<file path="src/rtl/uart_pkg.sv">
// Shared UART definitions: RX state encoding, legal oversampling ratios, parity helper.
package uart_pkg;

  typedef enum logic [2:0] {
    IDLE,
    START,
    DATA,
    PARITY,
    STOP
  } rx_state_e;

  localparam logic [5:0] PRESCALE_8  = 6'd8;
  localparam logic [5:0] PRESCALE_16 = 6'd16;
  localparam logic [5:0] PRESCALE_32 = 6'd32;

  function automatic logic prescale_legal(input logic [5:0] p);
    return (p == PRESCALE_8) || (p == PRESCALE_16) || (p == PRESCALE_32);
  endfunction

  // Parity bit to transmit / expect; odd=1 selects odd parity.
  function automatic logic parity_bit(input logic [31:0] data, input logic odd);
    return (^data) ^ odd;
  endfunction

endpackage

</file>
<file path="src/rtl/uart_rx_sampler.sv">
// Per-bit edge counter and 3-point majority sampler; bit_done_o marks the last
// oversampling edge of a bit, sample_o is the voted value valid from mid-bit onward.
module uart_rx_sampler (
  input  logic       clk,
  input  logic       reset,
  input  logic       run_i,
  input  logic       rx_i,
  input  logic [5:0] prescale_i,
  output logic       bit_done_o,
  output logic       sample_o
);

  logic [5:0] edge_cnt_q, edge_cnt_d;
  logic [5:0] half;
  logic [2:0] smp_q, smp_d;

  always_comb begin
    half       = prescale_i >> 1;
    bit_done_o = run_i && (edge_cnt_q == prescale_i - 6'd1);
    edge_cnt_d = edge_cnt_q + 6'd1;
    if (!run_i || bit_done_o) edge_cnt_d = '0;
    smp_d = smp_q;
    if (run_i && (edge_cnt_q == half - 6'd1)) smp_d[0] = rx_i;
    if (run_i && (edge_cnt_q == half))        smp_d[1] = rx_i;
    if (run_i && (edge_cnt_q == half + 6'd1)) smp_d[2] = rx_i;
  end

  assign sample_o = (smp_q[0] & smp_q[1]) | (smp_q[0] & smp_q[2]) | (smp_q[1] & smp_q[2]);

  always_ff @(posedge clk or negedge reset) begin
    if (!reset) begin
      edge_cnt_q <= '0;
      smp_q      <= '0;
    end else begin
      edge_cnt_q <= edge_cnt_d;
      smp_q      <= smp_d;
    end
  end

endmodule

</file>
<file path="src/rtl/uart_rx_ctrl.sv">
// UART receiver: start detection, LSB-first deserializer, parity and stop checks.
// Status pulses are registered at the stop-bit boundary and last one cycle; the line cannot be stalled.
module uart_rx_ctrl #(
  parameter int DATA_WIDTH = 8
) (
  input  logic                  clk,
  input  logic                  reset,
  input  logic                  RX_IN,
  input  logic                  PAR_EN,
  input  logic                  PAR_TYP,
  input  logic [5:0]            Prescale,
  output logic [DATA_WIDTH-1:0] P_DATA,
  output logic                  Data_Valid,
  output logic                  Par_Err,
  output logic                  Stp_Err
);
  import uart_pkg::*;

  localparam int BW = (DATA_WIDTH > 1) ? $clog2(DATA_WIDTH) : 1;
  localparam logic [BW-1:0] LAST_BIT = BW'(DATA_WIDTH - 1);
  localparam logic [BW-1:0] BIT_ONE  = BW'(1);

  rx_state_e             state_q;
  logic [BW-1:0]         bit_cnt_q;
  logic [DATA_WIDTH-1:0] data_q;
  logic [DATA_WIDTH-1:0] p_data_q;
  logic                  par_flag_q;
  logic                  par_en_q;
  logic                  par_typ_q;
  logic [5:0]            prescale_q;
  logic                  dv_q, pe_q, se_q;
  logic                  run, bit_done, sample;

  assign run = (state_q != IDLE);

  uart_rx_sampler u_sampler (
    .clk        (clk),
    .reset      (reset),
    .run_i      (run),
    .rx_i       (RX_IN),
    .prescale_i (prescale_q),
    .bit_done_o (bit_done),
    .sample_o   (sample)
  );

  always_ff @(posedge clk or negedge reset) begin
    if (!reset) begin
      state_q    <= IDLE;
      bit_cnt_q  <= '0;
      data_q     <= '0;
      p_data_q   <= '0;
      par_flag_q <= 1'b0;
      par_en_q   <= 1'b0;
      par_typ_q  <= 1'b0;
      prescale_q <= '0;
      dv_q       <= 1'b0;
      pe_q       <= 1'b0;
      se_q       <= 1'b0;
    end else begin
      dv_q <= 1'b0;
      pe_q <= 1'b0;
      se_q <= 1'b0;
      case (state_q)
        IDLE: begin
          if (!RX_IN) begin
            state_q    <= START;
            bit_cnt_q  <= '0;
            par_flag_q <= 1'b0;
            par_en_q   <= PAR_EN;
            par_typ_q  <= PAR_TYP;
            prescale_q <= Prescale;
          end
        end
        START: begin
          // An unsupported ratio would mistime every sample, so drop the frame at once.
          if (!prescale_legal(prescale_q)) state_q <= IDLE;
          else if (bit_done)               state_q <= sample ? IDLE : DATA;
        end
        DATA: begin
          if (bit_done) begin
            data_q[bit_cnt_q] <= sample;
            if (bit_cnt_q == LAST_BIT) state_q <= par_en_q ? PARITY : STOP;
            else                       bit_cnt_q <= bit_cnt_q + BIT_ONE;
          end
        end
        PARITY: begin
          if (bit_done) begin
            par_flag_q <= (sample != parity_bit(32'(data_q), par_typ_q));
            state_q    <= STOP;
          end
        end
        STOP: begin
          if (bit_done) begin
            dv_q <= !par_flag_q && sample;
            pe_q <= par_flag_q;
            se_q <= !sample;
            if (!par_flag_q && sample) p_data_q <= data_q;
            // A low line right at the boundary is the next start bit.
            if (!RX_IN) begin
              state_q    <= START;
              bit_cnt_q  <= '0;
              par_flag_q <= 1'b0;
              par_en_q   <= PAR_EN;
              par_typ_q  <= PAR_TYP;
              prescale_q <= Prescale;
            end else begin
              state_q <= IDLE;
            end
          end
        end
        default: state_q <= IDLE;
      endcase
    end
  end

  assign P_DATA     = p_data_q;
  assign Data_Valid = dv_q;
  assign Par_Err    = pe_q;
  assign Stp_Err    = se_q;

endmodule

</file>
<file path="config.mk">
export PLATFORM = sky130hd
export DESIGN_NAME = uart_rx_ctrl
export DESIGN_NICKNAME = d
export VERILOG_FILES = /design/src/rtl/uart_pkg.sv /design/src/rtl/uart_rx_sampler.sv /design/src/rtl/uart_rx_ctrl.sv
export SDC_FILE = /design/constraint.sdc
export NUM_CORES = 1
export LEC_CHECK = 0
export ABC_CLOCK_PERIOD_IN_PS = 3900
export BUFFER_PORTS_ARGS = -buffer_cell sky130_fd_sc_hd__buf_2
export CAP_MARGIN = 20
export CORE_MARGIN = 2
export CORE_UTILIZATION = 50
export DETAILED_ROUTE_END_ITERATION = 7
export PLACE_DENSITY = 0.69
export SYNTH_ARGS = -nofsm -noshare
export SYNTH_HDL_FRONTEND = slang
export SYNTH_HIERARCHICAL = 1
export SYNTH_SLANG_ARGS = --single-unit
</file>
<file path="constraint.sdc">
create_clock -name clk -period 3.9 [get_ports clk]
set_clock_uncertainty 0.05 [all_clocks]
set_input_delay 0.78 -clock clk [delete_from_list [all_inputs] [get_ports clk]]
set_output_delay 0.78 -clock clk [all_outputs]
set_load 0.05 [all_outputs]
</file>
==> impl_metrics.tcl <==
set metrics [dict create \
    ios 22 \
    crit_end "P_DATA[5]$_DFFE_PN0P_" \
    syn_to_final_growth_pct 7.32 \
    finalCritPeriodShare_pct 89.4 \
    status "finished, final reports clean" \
    synth.area.top_cells "dfrtp_1, mux2_2, xnor2_1" \
    seq_power_share_pct 59.5 \
    crit_start "prescale_q[2]$_DFFE_PN0P_" \
    synth.distinct_cells 48 \
    yosys-top-cells-count "dfrtp_1, xnor2_1, nor2_1" \
    leakage_nw 1.32 \
    hold_start "u_sampler/smp_q[0]$_DFFE_PN0P_" \
    synth_nets 258 \
    r2r_slack_ns 0.41 \
    hold_buffers 0 \
    hpwlAfterDp_um 3380 \
    clock-root-buffer "clkbuf_8" \
    postCtsSetupBuffers 0 \
    power.share.clock_pct 38.0 \
    cp.required_ns 4.03 \
    cts_buffers 5 \
    ant_nets 0 \
    grt_util_met3_pct 3.55 \
    switching_power_uw 171 \
    grt.overflow.total 0 \
    core_um2 5070 \
    vias_per_cell 5.34 \
    vias 1740 \
    syn-instance-count 240 \
    final_nets 273 \
    num_rows 26 \
    route.detailed.drc 0 \
    worst_setup_path_end_kind "flip-flop" \
    yosysTopAreaCellShare_pct 41.2 \
    synth_warnings 6 \
    ys.flop_type "dfrtp_1" \
    grt_antenna_before_repair 0 \
    reg2reg_from "prescale_q[2]$_DFFE_PN0P_" \
    drtIter0Drc 119 \
    cts_resized 0 \
    gp_congestion 0.842 \
    met2_usage_pct 25.6 \
    fp.dieH_um 76.3 \
    drv_slew 0 \
    fin_ws_ns 0.413 \
    yosys.cell_count.top_type "dfrtp_1" \
    drt_first_pass_iters 4 \
    grtUsageMet1_pct 25.5 \
    crit_type "flip-flop to flip-flop" \
    cp.arrival_ns 3.62 \
    clock.fmax_mhz 287 \
    port_buffers 21 \
    cp-start-kind "flip-flop" \
    rsz0062_at_grt "no" \
    r2r-end "P_DATA[5]$_DFFE_PN0P_" \
    async_flop_share_pct 100 \
    syn_avg_cell_area_um2 10.9 \
    min_period_ns 3.49 \
    fin_setup_tns_ns 0 \
    max_cap_viol_count 0 \
    internal_power_uw 580 \
    grt_pass1_wl_um 8070 \
    clkLatencyLatePin_ns 0.29 \
    grt_pass1_vias 1709 \
    grt_usage_pct 17.4 \
    seq_area_frac_synth_pct 41.2 \
    ys_ff_latch 43 \
    start_util_pct 51.5 \
    synth_edf_count 0 \
    dieArea_um2 5820 \
    relSlewSlack_pct 39.0 \
    totalWireLength_um 4590 \
    combPwrFrac_pct 2.5 \
    diodes 0 \
    crit_fanout 11 \
    hp-class "flip-flop to flip-flop" \
    cts_sinks 43 \
    hold_slack_ns 0.447 \
    place_ws_ns 0.421 \
    hold_viol_final 0 \
    rr_worst_depth 10 \
    die_w_um 76.3 \
    worst_pin_slew_ns 0.915 \
    wl_per_cell_um 14.1 \
    clk_path_buf_depth 2 \
    cts_tree "yes" \
    netlist_area_um2 2610 \
    final_layout_size_suffix_gt1_share_pct 27.0 \
    p_sw_share_pct 22.7 \
    cts.clk_slew.worst_paths_ns 0.08 \
    yosysTopAreaCell "dfrtp_1" \
    setup_violations 0 \
    p_per_area_nw_per_um2 268 \
    grt_start_max_net_pins 44 \
    vdd_drop_max_mv 0.218 \
    h-tree-depth 2 \
    grt.busiest_layer "met2" \
]
per-stage QoR:
stage	instance area (µm²)	total power [mW]	utilization, %	instances
3_5_place_dp	2710	0.476	53.5	318
5_1_grt	2810	0.790	55.3	326
3_3_place_gp	2710	0.475	53.5	318
4_1_cts	2810	0.764	55.3	326
6_report	2810	0.751	55.3	326
2_1_floorplan	2610	0.460	-	240
critical path, stage by stage (launching register included):
cell       delay (ns)
dfrtp_1          0.51
inv_1            0.16
ha_1             0.25
a21boi_0         0.34
xnor2_1          0.16
nand3_1          0.13
a2111oi_4        0.46
and2_1           0.23
nand3_2          0.10
or3b_1           0.61
mux2_4           0.38
layout by cell type (no fill, tap or decap), types with 3 or more instances in the layout:
| cell type | n |
|---|---|
| nor3_1 | 3 |
| a21oi_1 | 4 |
| o21ai_0 | 5 |
| xor2_1 | 9 |
| nand4b_1 | 4 |
| nand3_1 | 7 |
| inv_1 | 7 |
| dfrtp_1 | 43 |
| o211ai_1 | 3 |
| nand2_1 | 16 |
| xnor2_1 | 23 |
| buf_2 | 21 |
| nand4_1 | 5 |
| and3_1 | 3 |
| nor3_2 | 3 |
| clkbuf_8 | 5 |
| ha_1 | 7 |
| nor2_1 | 21 |
| mux2_2 | 18 |
| nand2b_1 | 3 |
| mux2_4 | 9 |
cells by family after synthesis:
logic type                 Yosys count  synth area share [%]
AOI/OAI and AO/OA                   26                  7.76
xor gates and xnor gates            34                  12.0
adders and majority gates            8                  3.73
buffers and inverters               22                  5.17
DFF                                 43                  41.2
muxes                               29                  13.8
and+or+nand+nor                     78                  16.4
worst min path at each step:
stage / to / slack (ns) / cells after the start
floorplan: u_sampler/smp_q[0]$_DFFE_PN0P_ / 0.41 / 1
global placement: u_sampler/smp_q[0]$_DFFE_PN0P_ / 0.43 / 1
detailed placement: u_sampler/smp_q[0]$_DFFE_PN0P_ / 0.43 / 1
CTS: u_sampler/smp_q[0]$_DFFE_PN0P_ / 0.45 / 1
global route: u_sampler/smp_q[2]$_DFFE_PN0P_ / 0.48 / 1
finish: u_sampler/smp_q[0]$_DFFE_PN0P_ / 0.45 / 1
final cells by class:
class	count	area, µm²
flip-flops and latches	43	1080
inverters	7	26.3
well taps	70	87.6
repair buffers	23	120
clock inverters	3	23.8
multi-input cells	175	1400
clock buffers	5	68.8
fillers	470	2270
metal layers:
layer  wire [µm]  vias up
met2        2040       34
met4          79        0
met1        2260      839
met5           0        -
met3         198        7
li1            -      860
power by group through the flow:
stage          registers, mW  clock network, mW  logic (mW)
2_1_floorplan          0.456                  0     0.00424
3_3_place_gp           0.456                  0      0.0194
3_5_place_dp           0.456                  0      0.0197
4_1_cts                0.447              0.297      0.0197
5_1_grt                0.447              0.320      0.0224
6_report               0.447              0.285      0.0186
sequential cells by signal, indices dropped and copies added, names as in the netlist:
signal / cells
Data_Valid: 1
par_typ_q: 1
state_q: 3
prescale_q: 6
u_sampler/edge_cnt_q: 6
par_en_q: 1
P_DATA: 8
data_q: 8
Stp_Err: 1
Par_Err: 1
u_sampler/smp_q: 3
bit_cnt_q: 3
par_flag_q: 1
Power figures use the tool's default switching activity.
